$ cat src/rtl/mem_stage_lsu_pkg.sv
// Shared types and constants for the MEM-stage load/store unit.
// Latency: n/a (types only).
// Backpressure: n/a.
package mem_stage_lsu_pkg;

    localparam int XLEN   = 32;
    localparam int STRB_W = XLEN / 8;

    typedef logic [XLEN-1:0] data_t;

    typedef struct packed {
        logic [6:0] funct7;
        logic [4:0] rs2;
        logic [4:0] rs1;
        logic [2:0] funct3;
        logic [4:0] rd;
        logic [6:0] opcode;
    } instr_t;

    localparam logic [6:0] OPC_LOAD  = 7'b0000011;
    localparam logic [6:0] OPC_STORE = 7'b0100011;

    typedef enum logic [2:0] {
        F3_B  = 3'b000,
        F3_H  = 3'b001,
        F3_W  = 3'b010,
        F3_BU = 3'b100,
        F3_HU = 3'b101
    } funct3_e;

    typedef enum logic [1:0] {SZ_B, SZ_H, SZ_W} size_e;

    typedef enum logic [2:0] {IDLE, REQ, WAIT, DONE, DRAIN} lsu_state_t;

    // Access size from funct3; unsigned variants only exist for loads, anything unknown is a word.
    function automatic size_e access_size(input logic is_store, input logic [2:0] f3);
        size_e sz;
        case (f3)
            F3_B:    sz = SZ_B;
            F3_H:    sz = SZ_H;
            F3_BU:   sz = is_store ? SZ_W : SZ_B;
            F3_HU:   sz = is_store ? SZ_W : SZ_H;
            default: sz = SZ_W;
        endcase
        return sz;
    endfunction

endpackage

$ cat src/rtl/mem_stage_lsu_load_align.sv
// Extracts the addressed byte/half from a raw load word and sign-/zero-extends it.
// Latency: purely combinational.
// Backpressure: none.
module load_align
    import mem_stage_lsu_pkg::*;
(
    input  logic [XLEN-1:0] rdata,
    input  logic [1:0]      off,
    input  logic [2:0]      funct3,
    output logic [XLEN-1:0] result
);

    logic [7:0]  sel_byte;
    logic [15:0] sel_half;

    // Lane select by byte offset, then extend according to the load flavour.
    always_comb begin
        sel_byte = rdata[7:0];
        case (off)
            2'd0: sel_byte = rdata[7:0];
            2'd1: sel_byte = rdata[15:8];
            2'd2: sel_byte = rdata[23:16];
            2'd3: sel_byte = rdata[31:24];
            default: sel_byte = rdata[7:0];
        endcase
        // A halfword only looks at off[1]; a set off[0] is either trapped upstream or ignored.
        sel_half = off[1] ? rdata[31:16] : rdata[15:0];
        case (funct3)
            F3_B:    result = {{(XLEN-8){sel_byte[7]}}, sel_byte};
            F3_H:    result = {{(XLEN-16){sel_half[15]}}, sel_half};
            F3_BU:   result = {{(XLEN-8){1'b0}}, sel_byte};
            F3_HU:   result = {{(XLEN-16){1'b0}}, sel_half};
            default: result = rdata;
        endcase
    end

endmodule

$ cat src/rtl/mem_stage_lsu.sv
// MEM-stage load/store unit: req/gnt/rvalid handshake with data memory, store lane steering, load alignment.
// Latency: load stalls >=3 cycles (IDLE,REQ,WAIT), store >=2; one DONE cycle with stall=0 releases the pipe.
// Backpressure: stall held while waiting on mem_gnt/mem_rvalid; LSU_MISALIGN_TRAP_EN adds a misaligned trap.
module mem_stage_lsu
    import mem_stage_lsu_pkg::*;
(
    input  logic              clk,
    input  logic              rst,
    input  logic              flush,
    input  logic              valid_in,
    input  logic [XLEN-1:0]   instr_in,
    input  logic [XLEN-1:0]   addr_in,
    input  logic [XLEN-1:0]   store_data_in,
    output logic              mem_req,
    output logic              mem_we,
    output logic [XLEN-1:0]   mem_addr,
    output logic [XLEN-1:0]   mem_wdata,
    output logic [STRB_W-1:0] mem_wstrb,
    input  logic              mem_gnt,
    input  logic              mem_rvalid,
    input  logic [XLEN-1:0]   mem_rdata,
    output logic [XLEN-1:0]   mem_data_out,
    output logic              stall
`ifdef LSU_MISALIGN_TRAP_EN
    ,
    output logic              misaligned
`endif
);

    lsu_state_t        state;
    instr_t            instr;
    logic              is_load;
    logic              is_store;
    logic              mem_op;
    size_e             size;
    logic [1:0]        off;
    logic [STRB_W-1:0] lane_strb;
    logic [XLEN-1:0]   lane_wdata;
    logic [2:0]        req_f3;
    logic [1:0]        req_off;
    logic [XLEN-1:0]   aligned;
    logic              unused_instr_bits;

    assign instr             = instr_t'(instr_in);
    assign off               = addr_in[1:0];
    assign unused_instr_bits = ^{instr.funct7, instr.rs2, instr.rs1, instr.rd};

    // Decode the incoming instruction and build the store lane image and byte enables.
    always_comb begin
        is_load  = valid_in && (instr.opcode == OPC_LOAD);
        is_store = valid_in && (instr.opcode == OPC_STORE);
        mem_op   = is_load || is_store;
        size     = access_size(is_store, instr.funct3);
        case (size)
            SZ_B: begin
                lane_strb  = STRB_W'(1) << off;
                lane_wdata = {(XLEN/8){store_data_in[7:0]}};
            end
            SZ_H: begin
                lane_strb  = off[1] ? STRB_W'(4'b1100) : STRB_W'(4'b0011);
                lane_wdata = {(XLEN/16){store_data_in[15:0]}};
            end
            default: begin
                lane_strb  = '1;
                lane_wdata = store_data_in;
            end
        endcase
    end

`ifdef LSU_MISALIGN_TRAP_EN
    logic mis;
    // Halfwords need even addresses, words need 4-byte alignment.
    always_comb begin
        mis = ((size == SZ_H) && off[0]) || ((size == SZ_W) && (off != 2'b00));
    end
`endif

    // Upstream only advances once the access has finished (DONE) or been abandoned (DRAIN).
    always_comb begin
        stall = 1'b0;
        case (state)
            IDLE:      stall = mem_op && !flush;
            REQ, WAIT: stall = 1'b1;
            default:   stall = 1'b0;
        endcase
    end

    load_align u_load_align (
        .rdata  (mem_rdata),
        .off    (req_off),
        .funct3 (req_f3),
        .result (aligned)
    );

    // Access sequencer: captures the request in IDLE and walks the memory handshake.
    always_ff @(posedge clk) begin
        if (rst) begin
            state        <= IDLE;
            mem_req      <= 1'b0;
            mem_we       <= 1'b0;
            mem_addr     <= '0;
            mem_wdata    <= '0;
            mem_wstrb    <= '0;
            mem_data_out <= '0;
            req_f3       <= '0;
            req_off      <= '0;
`ifdef LSU_MISALIGN_TRAP_EN
            misaligned   <= 1'b0;
`endif
        end else begin
            case (state)
                IDLE: begin
                    if (mem_op && !flush) begin
`ifdef LSU_MISALIGN_TRAP_EN
                        if (mis) begin
                            state      <= DONE;
                            misaligned <= 1'b1;
                        end else
`endif
                        begin
                            state     <= REQ;
                            mem_req   <= 1'b1;
                            mem_we    <= is_store;
                            mem_addr  <= {addr_in[XLEN-1:2], 2'b00};
                            mem_wdata <= is_store ? lane_wdata : '0;
                            mem_wstrb <= lane_strb;
                            req_f3    <= instr.funct3;
                            req_off   <= off;
                        end
                    end
                end
                REQ: begin
                    if (mem_gnt) begin
                        // Once granted the access is committed; a flush only decides what follows.
                        mem_req <= 1'b0;
                        if (mem_we) state <= flush ? IDLE : DONE;
                        else        state <= flush ? DRAIN : WAIT;
                    end else if (flush) begin
                        mem_req <= 1'b0;
                        state   <= IDLE;
                    end
                end
                WAIT: begin
                    if (flush) begin
                        state <= mem_rvalid ? IDLE : DRAIN;
                    end else if (mem_rvalid) begin
                        mem_data_out <= aligned;
                        state        <= DONE;
                    end
                end
                DONE: begin
`ifdef LSU_MISALIGN_TRAP_EN
                    misaligned <= 1'b0;
`endif
                    state <= IDLE;
                end
                DRAIN: begin
                    if (mem_rvalid) state <= IDLE;
                end
                default: state <= IDLE;
            endcase
        end
    end

endmodule

$ cat config.mk
export PLATFORM = sky130hd
export DESIGN_NAME = mem_stage_lsu
export DESIGN_NICKNAME = d
export VERILOG_FILES = /design/src/rtl/mem_stage_lsu_pkg.sv /design/src/rtl/mem_stage_lsu_load_align.sv /design/src/rtl/mem_stage_lsu.sv
export SDC_FILE = /design/constraint.sdc
export NUM_CORES = 1
export LEC_CHECK = 0
export ABC_CLOCK_PERIOD_IN_PS = 4700
export BUFFER_PORTS_ARGS = -buffer_cell sky130_fd_sc_hd__buf_2
export CAP_MARGIN = 30
export CORE_ASPECT_RATIO = 0.5
export CORE_MARGIN = 2
export CORE_UTILIZATION = 49
export DETAILED_ROUTE_END_ITERATION = 6
export GPL_TIMING_DRIVEN = 0
export HOLD_SLACK_MARGIN = 0.1
export PLACE_DENSITY = 0.85
export SLEW_MARGIN = 0
export SYNTH_ARGS = -nofsm -noshare
export SYNTH_HDL_FRONTEND = slang
export SYNTH_SLANG_ARGS = --single-unit
$ cat constraint.sdc
create_clock -name clk -period 4.7 [get_ports clk]
set_input_delay 0.705 -clock clk [delete_from_list [all_inputs] [get_ports clk]]
set_output_delay 0.705 -clock clk [all_outputs]
set_load 0.05 [all_outputs]
==> results summary, run 1 <==
The run finished with clean final reports. The cell count along the critical path is 8. From synthesis to final layout, the design area changed by 32.03%. The part of the Yosys area used for sequential elements is between 40 and 50%. The post-layout minimum cycle time is 3096 ps. The post-detailed-route DRC marker count is 0. Setup repair after global routing left no endpoint under its margin. The width of the chip is 142.5 microns. In this run the core area contains 25 standard-cell rows. The number of nets in the finished design is 905.

The total standard cell area after synthesis came out at 4700 sq um. The count of final max-slew check failures is 0. At the pin with the least slew margin, the transition time is ~600 ps. The count of cell types in the netlist is 48. The number of register bits inferred by synthesis came out at 108. The overall power after layout came out at around 1800 uW. For this configuration, the core starts out at a cell density of 50.08%. The startpoint kind of the worst setup timing path is a primary input. The cell type contributing the most total cell area after synthesis is sky130_fd_sc_hd__dfxtp_1.

The first-pass GRT wire length is 21750 microns. TritonCTS built the clock tree. The count of cells along the worst hold path came out at 2. The peak clock frequency supported by timing came out at between 300 and 400 MHz. The number of global-route vias before repair came out at 4417. The number of buffers created by CTS is 9. The average cell area after synthesis is 8.560 sq um.

The number of buffers inserted to repair setup after CTS is 0. Counting both buffers and inverters, the worst setup path holds a total of 4. The summed negative setup slack over all endpoints came out at 0 ps. The top-level I/O count is around 240. The stage delay of the slowest cell on the critical path came out at 370 ps.

The library cell used as clock root buffer is sky130_fd_sc_hd__clkbuf_16. The critical path start-end classification is in2out. The cell count after synthesis came out at about 550. The relative slew slack is roughly three fifths. For the worst setup path, the data required time is 3990 ps. The element type at the critical path end is a primary output.

After synthesis, the largest area contributor takes up 46.01% of total cell area. The number of standard cells in the layout, taps in and fillers out came out at 897. Across the run, the number of max-cap violations was 0. Setup violations remaining at the end of the flow were counted as 0. Among all flip-flop cells after synthesis, the most frequent one is sky130_fd_sc_hd__dfxtp_1. After clock tree synthesis, the clock-pin slew on the worst setup and hold paths is 70 ps. For this run, the detailed router's first-pass iteration total came to 5. In this run the remaining antenna-violating nets after routing total 0. At the worst endpoint, the arrival time is 2390 ps. The via count of the routed design is roughly 4900.

The count of input and output buffers is 210. The fraction of layout cells with a size suffix above 1 came out at 34.92%. The detailed router's first-iteration violation count is between 200 and 250. In this design, the largest share of critical-path delay is due to simple AND/OR/NAND/NOR gates. The share of the clock period used by the worst path came out at 65.86%.

The maximum fanout along the worst path came out at 10. The number of endpoints with negative hold slack in the final report is 0. Dividing the detail-routed wire length by the instance count gives between 15 and 20 microns. The most numerous cell type found on the critical path is sky130_fd_sc_hd__buf_2. The count of placed standard cells including taps came out at between 800 and 900. The classification of the worst-slack hold path is reg2reg. The number of cells upsized or downsized after cts came out at 0. No sink is reached through more buffers than the 2 on the longest clock path. In this run the vertical extent of the chip is 73.25 microns. The final-layout fill cell count is 836. The number of sinks driven by the clock tree is about 110.

By area the synthesized netlist is led by sky130_fd_sc_hd__dfxtp_1 (46%), sky130_fd_sc_hd__nand2_1 (8.7%), sky130_fd_sc_hd__a21oi_1 (6.6%), sky130_fd_sc_hd__o2bb2ai_1 (4.5%), sky130_fd_sc_hd__a211oi_1 (4.0%). The share of flip-flops with an asynchronous set or reset after synthesis came out at 0%. The signal on the critical path passes through buf_2 -> and4bb_2 -> nand3_1 -> or3_1 -> buf_2 -> buf_4 -> nand2_1 -> buf_2. Routability-driven placement finished with a final weighted congestion of roughly 0.9. After clock tree synthesis, the flow added hold-fix buffers numbering 0. The diode insertion count for antenna repair is 0. The number of antenna violations at the first check in global routing came out at 0. The slowest stage of the critical path belongs to the cell sky130_fd_sc_hd__or3_1. The cell depth of the worst flop-to-flop path is 6. Entering global routing, the biggest net connects 17 pins.

The H-tree was split into 3 levels. The insertion delay of the later-clocked pin in the worst-skew pair is around 360 ps. The total overflow reported by the global router came out at 0. The utilization after layout is 66.12%.

Yosys mapped a number of flops with a built-in enable equal to 0. Across the routed clock network, the largest skew measured is 9.170 ps. The routed design has 14110 microns of wire.

For this design the static power due to leakage is 0.002669 uW. The HPWL after detailed placement is 10620 microns. In the routed layout, each cell is associated on average with a via count of 5.412. The placeable core region came out at ~9400 sq um. The die area came out at 10440 sq um.

The total global-route track usage is 26.53%. The power density over the cells is approximately 290 nW/um^2. The peak supply drop came out at 0.1826 mV. The number of warnings reported in the yosys synthesis log came out at 0.
-- registers in the layout, indices dropped and copies added, names as in the netlist --
signal / flops
mem_we: 1
mem_req: 1
req_f3: 3
mem_addr: 30
mem_wstrb: 4
req_off: 2
state: 3
mem_wdata: 32
mem_data_out: 32
-- area by class of cell --
class,count,area (sq um),share of cell area [%]
Buffer,46,212.7,3.428
Inverter,3,11.26,0.1815
Sequential cell,108,2162,34.85
Clock buffer,13,280.3,4.517
Clock inverter,3,18.77,0.3025
Multi-Input combinational cell,393,2317,37.35
Timing Repair Buffer,210,1051,16.94
Tap cell,121,151.4,2.440
-- where the power goes --
group	switching (uW)	internal [uW]	leakage, uW
clock	336	417	0.000152
combinational	82.7	61.9	0.00165
sequential	1.08	916	0.000870
total	420	1390	0.00267
-- stage by stage --
stage | area (sq um) | setup slack, ps | hold WS (ps)
final | 6205 | 1604 | 449.5
after global routing | 6205 | 1524 | 468.9
after CTS | 6205 | 1610 | 451.1
after detailed placement | 5906 | 1616 | 441.5
after global placement | 5906 | 1620 | 435.4
after floorplan | 4703 | 1801 | 445.5
-- worst min-delay path: stages, from the launching register on --
cell	delay [ps]
sky130_fd_sc_hd__dfxtp_1	310
sky130_fd_sc_hd__nand2_1	50
sky130_fd_sc_hd__a21oi_1	50
-- kinds of logic after synthesis --
logic type / share of synthesized area (%)
multiplexers: 7.508
flip-flops: 46.01
other: 0.07980
buffers and inverters: 4.766
AO/OA/AOI/OAI: 21.94
AND/OR/NAND/NOR: 19.70
-- placed cells by master, fill, tap and decap left out, types with 5 or more instances in the layout --
| cell | synthesis | final |
|---|---|---|
| sky130_fd_sc_hd__a211oi_1 | 25 | 25 |
| sky130_fd_sc_hd__a21oi_1 | 62 | 62 |
| sky130_fd_sc_hd__a2bb2oi_1 | 7 | 7 |
| sky130_fd_sc_hd__buf_2 | 17 | 227 |
| sky130_fd_sc_hd__buf_4 | 5 | 5 |
| sky130_fd_sc_hd__clkbuf_1 | 20 | 20 |
| sky130_fd_sc_hd__clkbuf_16 | 0 | 9 |
| sky130_fd_sc_hd__dfxtp_1 | 108 | 108 |
| sky130_fd_sc_hd__mux2_2 | 16 | 16 |
| sky130_fd_sc_hd__mux2i_1 | 15 | 15 |
| sky130_fd_sc_hd__nand2_1 | 109 | 109 |
| sky130_fd_sc_hd__nand2b_1 | 7 | 7 |
| sky130_fd_sc_hd__nand3_1 | 9 | 9 |
| sky130_fd_sc_hd__nor2_1 | 49 | 49 |
| sky130_fd_sc_hd__nor2b_1 | 10 | 10 |
| sky130_fd_sc_hd__nor3b_1 | 7 | 7 |
| sky130_fd_sc_hd__o21ai_0 | 10 | 10 |
| sky130_fd_sc_hd__o221ai_1 | 7 | 7 |
| sky130_fd_sc_hd__o2bb2ai_1 | 24 | 24 |
-- synthesized netlist by cell type, types with 2 or more instances --
cell type,n
sky130_fd_sc_hd__nor3_1,3
sky130_fd_sc_hd__nor3b_1,7
sky130_fd_sc_hd__a211oi_1,25
sky130_fd_sc_hd__o2bb2ai_1,24
sky130_fd_sc_hd__or3_1,2
sky130_fd_sc_hd__nand2b_1,7
sky130_fd_sc_hd__mux2_2,16
sky130_fd_sc_hd__o21ai_0,10
sky130_fd_sc_hd__inv_1,2
sky130_fd_sc_hd__a21oi_1,62
sky130_fd_sc_hd__nor2b_1,10
sky130_fd_sc_hd__buf_2,17
sky130_fd_sc_hd__mux2i_1,15
sky130_fd_sc_hd__o221ai_1,7
sky130_fd_sc_hd__o21bai_1,2
sky130_fd_sc_hd__buf_4,5
sky130_fd_sc_hd__a311oi_1,4
sky130_fd_sc_hd__nand3_1,9
sky130_fd_sc_hd__nor2_1,49
sky130_fd_sc_hd__nand2_1,109
sky130_fd_sc_hd__a2bb2oi_1,7
sky130_fd_sc_hd__dfxtp_1,108
sky130_fd_sc_hd__buf_1,4
sky130_fd_sc_hd__a21o_1,2
sky130_fd_sc_hd__clkbuf_1,20
-- routing by layer --
layer | vias up | part of all wire, % | global-route usage, %
met5 | - | 0 | 0
met4 | 0 | 1.5 | 8.361
met3 | 24 | 7.4 | 6.063
met2 | 200 | 48 | 45.62
met1 | 2259 | 43 | 33.78
li1 | 2372 | - | -
-- path summary, 6_finish.rpt --
check | from | endpoint | slack (ps)
worst min-delay path | mem_addr[12] | mem_addr[12] | 450
worst max register to register | state[1] | mem_data_out[29] | 2550
worst max-delay path | instr_in[2] | stall | 1600
worst min register to register | mem_addr[12] | mem_addr[12] | 450
Note: power is estimated with default switching activity, not from simulation.
==> run 2: changes to the inputs <==
Settings changed: ABC_CLOCK_PERIOD_IN_PS 4700 to 3200, CORE_UTILIZATION 49 to 46, PLACE_DENSITY 0.85 to 0.81.
Clock period 4.7 ns to 3.2 ns, I/O delays scaled along.
==> run 2 against run 1 <==
- via count down 0.25%
- design area is 0.20% higher
- flip-flop and latch count did not move
- power up 45%
- non-clock buffer count did not move
- count of clock-buffer cells in the layout down 2
==> results summary, run 2 (synthesis gave the netlist of run 1 again) <==
STA classifies the critical path startpoint as a flop. The sum of net half-perimeters after detailed placement is 10910 microns (+2.7%). In this run the critical register-to-register path is captured at mem_data_out[14]. The signal arrival time at the worst endpoint came out at 2310 ps (-80 ps). The number of sinks driven by the clock tree came out at 108 (unchanged). The count of placed standard cells including taps came out at 900 (+2.2%). The cell depth of the worst flop-to-flop path is 6 (unchanged).

The insertion delay of the later-clocked pin in the worst-skew pair is 350 ps (about the same). The number of endpoints with negative hold slack in the final report came out at 0 (unchanged). The number of detailed-routing iterations run before antenna repair came out at 4 (-1). The top-level I/O count is 237 (unchanged). The critical path goes through buf_2 -> or3_4 -> or3_1 -> buf_2 -> buf_4 -> nand2_1 -> buf_2. The peak supply drop is 0.2741 mV (+50%). The starting utilization of the core area is 46.60% (-3.5 points). The area occupied by multi-input gates is 2317 sq um (unchanged).

The number of hold buffers added after CTS came out at 0 (unchanged). The number of global-route vias before repair is 4380 (-0.84%). The routability congestion estimate from global placement came to 0.9019 (+1.3%). The flow ran to the end, and the final reports show no timing, DRC or antenna violations.

Setup repair after global routing left no endpoint under its margin. The count of input and output buffers is 210 (unchanged). The critical path starts at state[2]. The total number of placement rows came out at 26 (+4.0%). The height of the die is 75.47 microns (+3.0%). The post-detailed-routing wire length is 14330 microns (+1.6%). The number of nets in the finished design is 905 (unchanged). The post-route clock skew came out at 9.795 ps (+0.6248 ps). The number of levels the H-tree was split into came out at 3 (unchanged). The final-layout fill cell count came out at 926 (+11%). The worst setup slack after layout was 409.1 ps (-1195 ps). The width of the chip was 146.9 microns (+3.1%). In the layout the commonest cells are sky130_fd_sc_hd__buf_2 (227), sky130_fd_sc_hd__nand2_1 (109), sky130_fd_sc_hd__dfxtp_1 (108), sky130_fd_sc_hd__a21oi_1 (62), sky130_fd_sc_hd__nor2_1 (49).

The count of cells along the worst hold path is 3 (+1). The die area came to 11090 sq um (+6.2%). Following the worst setup path forward leads to its endpoint at stall.

The first-pass GRT wire length is 21740 microns (about the same). The number of buffers created by CTS is 9 (unchanged). The number of standard cells in the layout, taps in and fillers out is 916 (+2.1%).

The startpoint of the lowest-slack register-to-register path is state[1]. The remaining antenna violation count after routing is 0 (unchanged). The min-delay analysis places its worst path in the category in2reg. The worst-case register-to-register setup slack is 1010 ps (-1540 ps). The max-cap check violation count is 0 (unchanged). The post-detailed-route DRC marker count came out at 0 (unchanged). The worst path uses 87.21% of the clock period. TritonCTS built the clock tree. The fraction of layout cells with a size suffix above 1 came out at 34.92% (unchanged). The post-detailed-route via-to-cell ratio is 5.287 (-2.3%). The total overflow reported by the global router came out at 0 (unchanged). The element type at the critical path end is a primary output. The via count of the routed design is 4843 (-0.25%).

The summed negative setup slack over all endpoints is 0 ps (unchanged). CTS placed an instance of sky130_fd_sc_hd__clkbuf_16 at the clock tree root. The average wire per standard cell came out at 15.64 microns (-0.53%). The diode insertion count for antenna repair is 0 (unchanged). The stage delay of the slowest cell on the critical path is 450 ps (+80 ps).

The count of final setup violators is 0 (unchanged). The detailed router's first-iteration violation count is 229 (+1.8%). In this run the most critical hold path is launched from addr_in[14]. The worst setup slack before clock tree synthesis came out at 552.8 ps (-1063 ps). Among the stages of the critical path, the cell type that occurs most often is sky130_fd_sc_hd__buf_2.

The actual transition at the worst max-transition pin is 690.1 ps (+103.2 ps). The number of buffers inserted to repair setup after CTS is 0 (unchanged). The maximum fanout along the worst path came out at 10 (unchanged). The largest registers in the layout are mem_data_out x32, mem_wdata x32, mem_addr x30. The worst hold-check slack is 368.6 ps (-80.89 ps).

The placeable core region came out at 10080 sq um (+7.5%). Compared with the post-synthesis result, the final layout area differs by 32.29%. The count of final max-slew check failures is 0 (unchanged). The relative slew slack is 53.64% (-7.2 points). The clock slew seen by the registers of the worst setup and hold paths is 70 ps (about the same). The number of cells upsized or downsized after cts is 0 (unchanged).

The leakage power summed over all cells came out at 0.002659 uW (-0.36%). Based on the critical path, the design can be clocked at up to between 300 and 400 MHz. The pin count of the biggest net entering global routing came to 18 (+1). The area occupied by registers came out at 2162 sq um (unchanged). The most common cell after layout, fill and taps aside is sky130_fd_sc_hd__buf_2. The overall power after layout was 2635 uW (+45%). The power density over the cells is 423.9 nW/um^2 (+45%). The master of the slowest instance on the critical path is sky130_fd_sc_hd__or3_4. The required time reported for the critical path endpoint came to 2720 ps (-1270 ps). The maximum number of buffers from clock root to sink came out at 2 (unchanged). The critical path start-end classification is reg2out. The number of antenna violations at the first check in global routing came out at 0 (unchanged). The total global-route track usage is 24.73% (-1.8 points). The post-layout minimum cycle time is 2791 ps.
## run 2: metal layers
metal / global-route usage, % / up-vias / wire length (microns)
met1: 31.09 / 2279 / 6391
li1: - / 2378 / -
met3: 5.629 / 18 / 907
met5: 0 / - / 0
met4: 6.944 / 0 / 180
met2: 44.18 / 168 / 6851
## run 2: worst min-delay path by stage
stage / endpoint
floorplan: req_f3[2]
global placement: mem_addr[23]
detailed placement: mem_addr[15]
CTS: mem_addr[14]
global route: mem_addr[28]
finish: mem_addr[14]
## run 2: critical path: cells and delay by family (launching register included)
kind / cells / cell delay, ps
buffers and inverters: 4 / 800
flip-flops: 1 / 300
AND/OR/NAND/NOR: 3 / 870
## run 2: cell type report
| class | instances | share of cell area [%] |
|---|---|---|
| clock inverter | 5 | 0.5635 |
| clock buffer | 11 | 4.065 |
| buffer | 46 | 3.421 |
| timing repair buffer | 210 | 16.90 |
| multi-input combinational | 393 | 37.27 |
| inverter | 3 | 0.1811 |
| sequential | 108 | 34.78 |
| tap | 140 | 2.817 |
## run 2: where the power goes
part	internal (uW)	total [uW]	leakage (uW)	switching [uW]
sequential	1350	1350	0.000870	1.57
combinational	90.9	213	0.00165	122
clock	572	1080	0.000142	503
total	2010	2640	0.00266	627
## run 2: metrics by stage
stage / util (%) / instance area (sq um)
floorplan: - / 4703
global placement: 58.80 / 5929
detailed placement: 58.80 / 5929
CTS: 61.65 / 6217
global route: 61.65 / 6217
finish: 61.65 / 6217
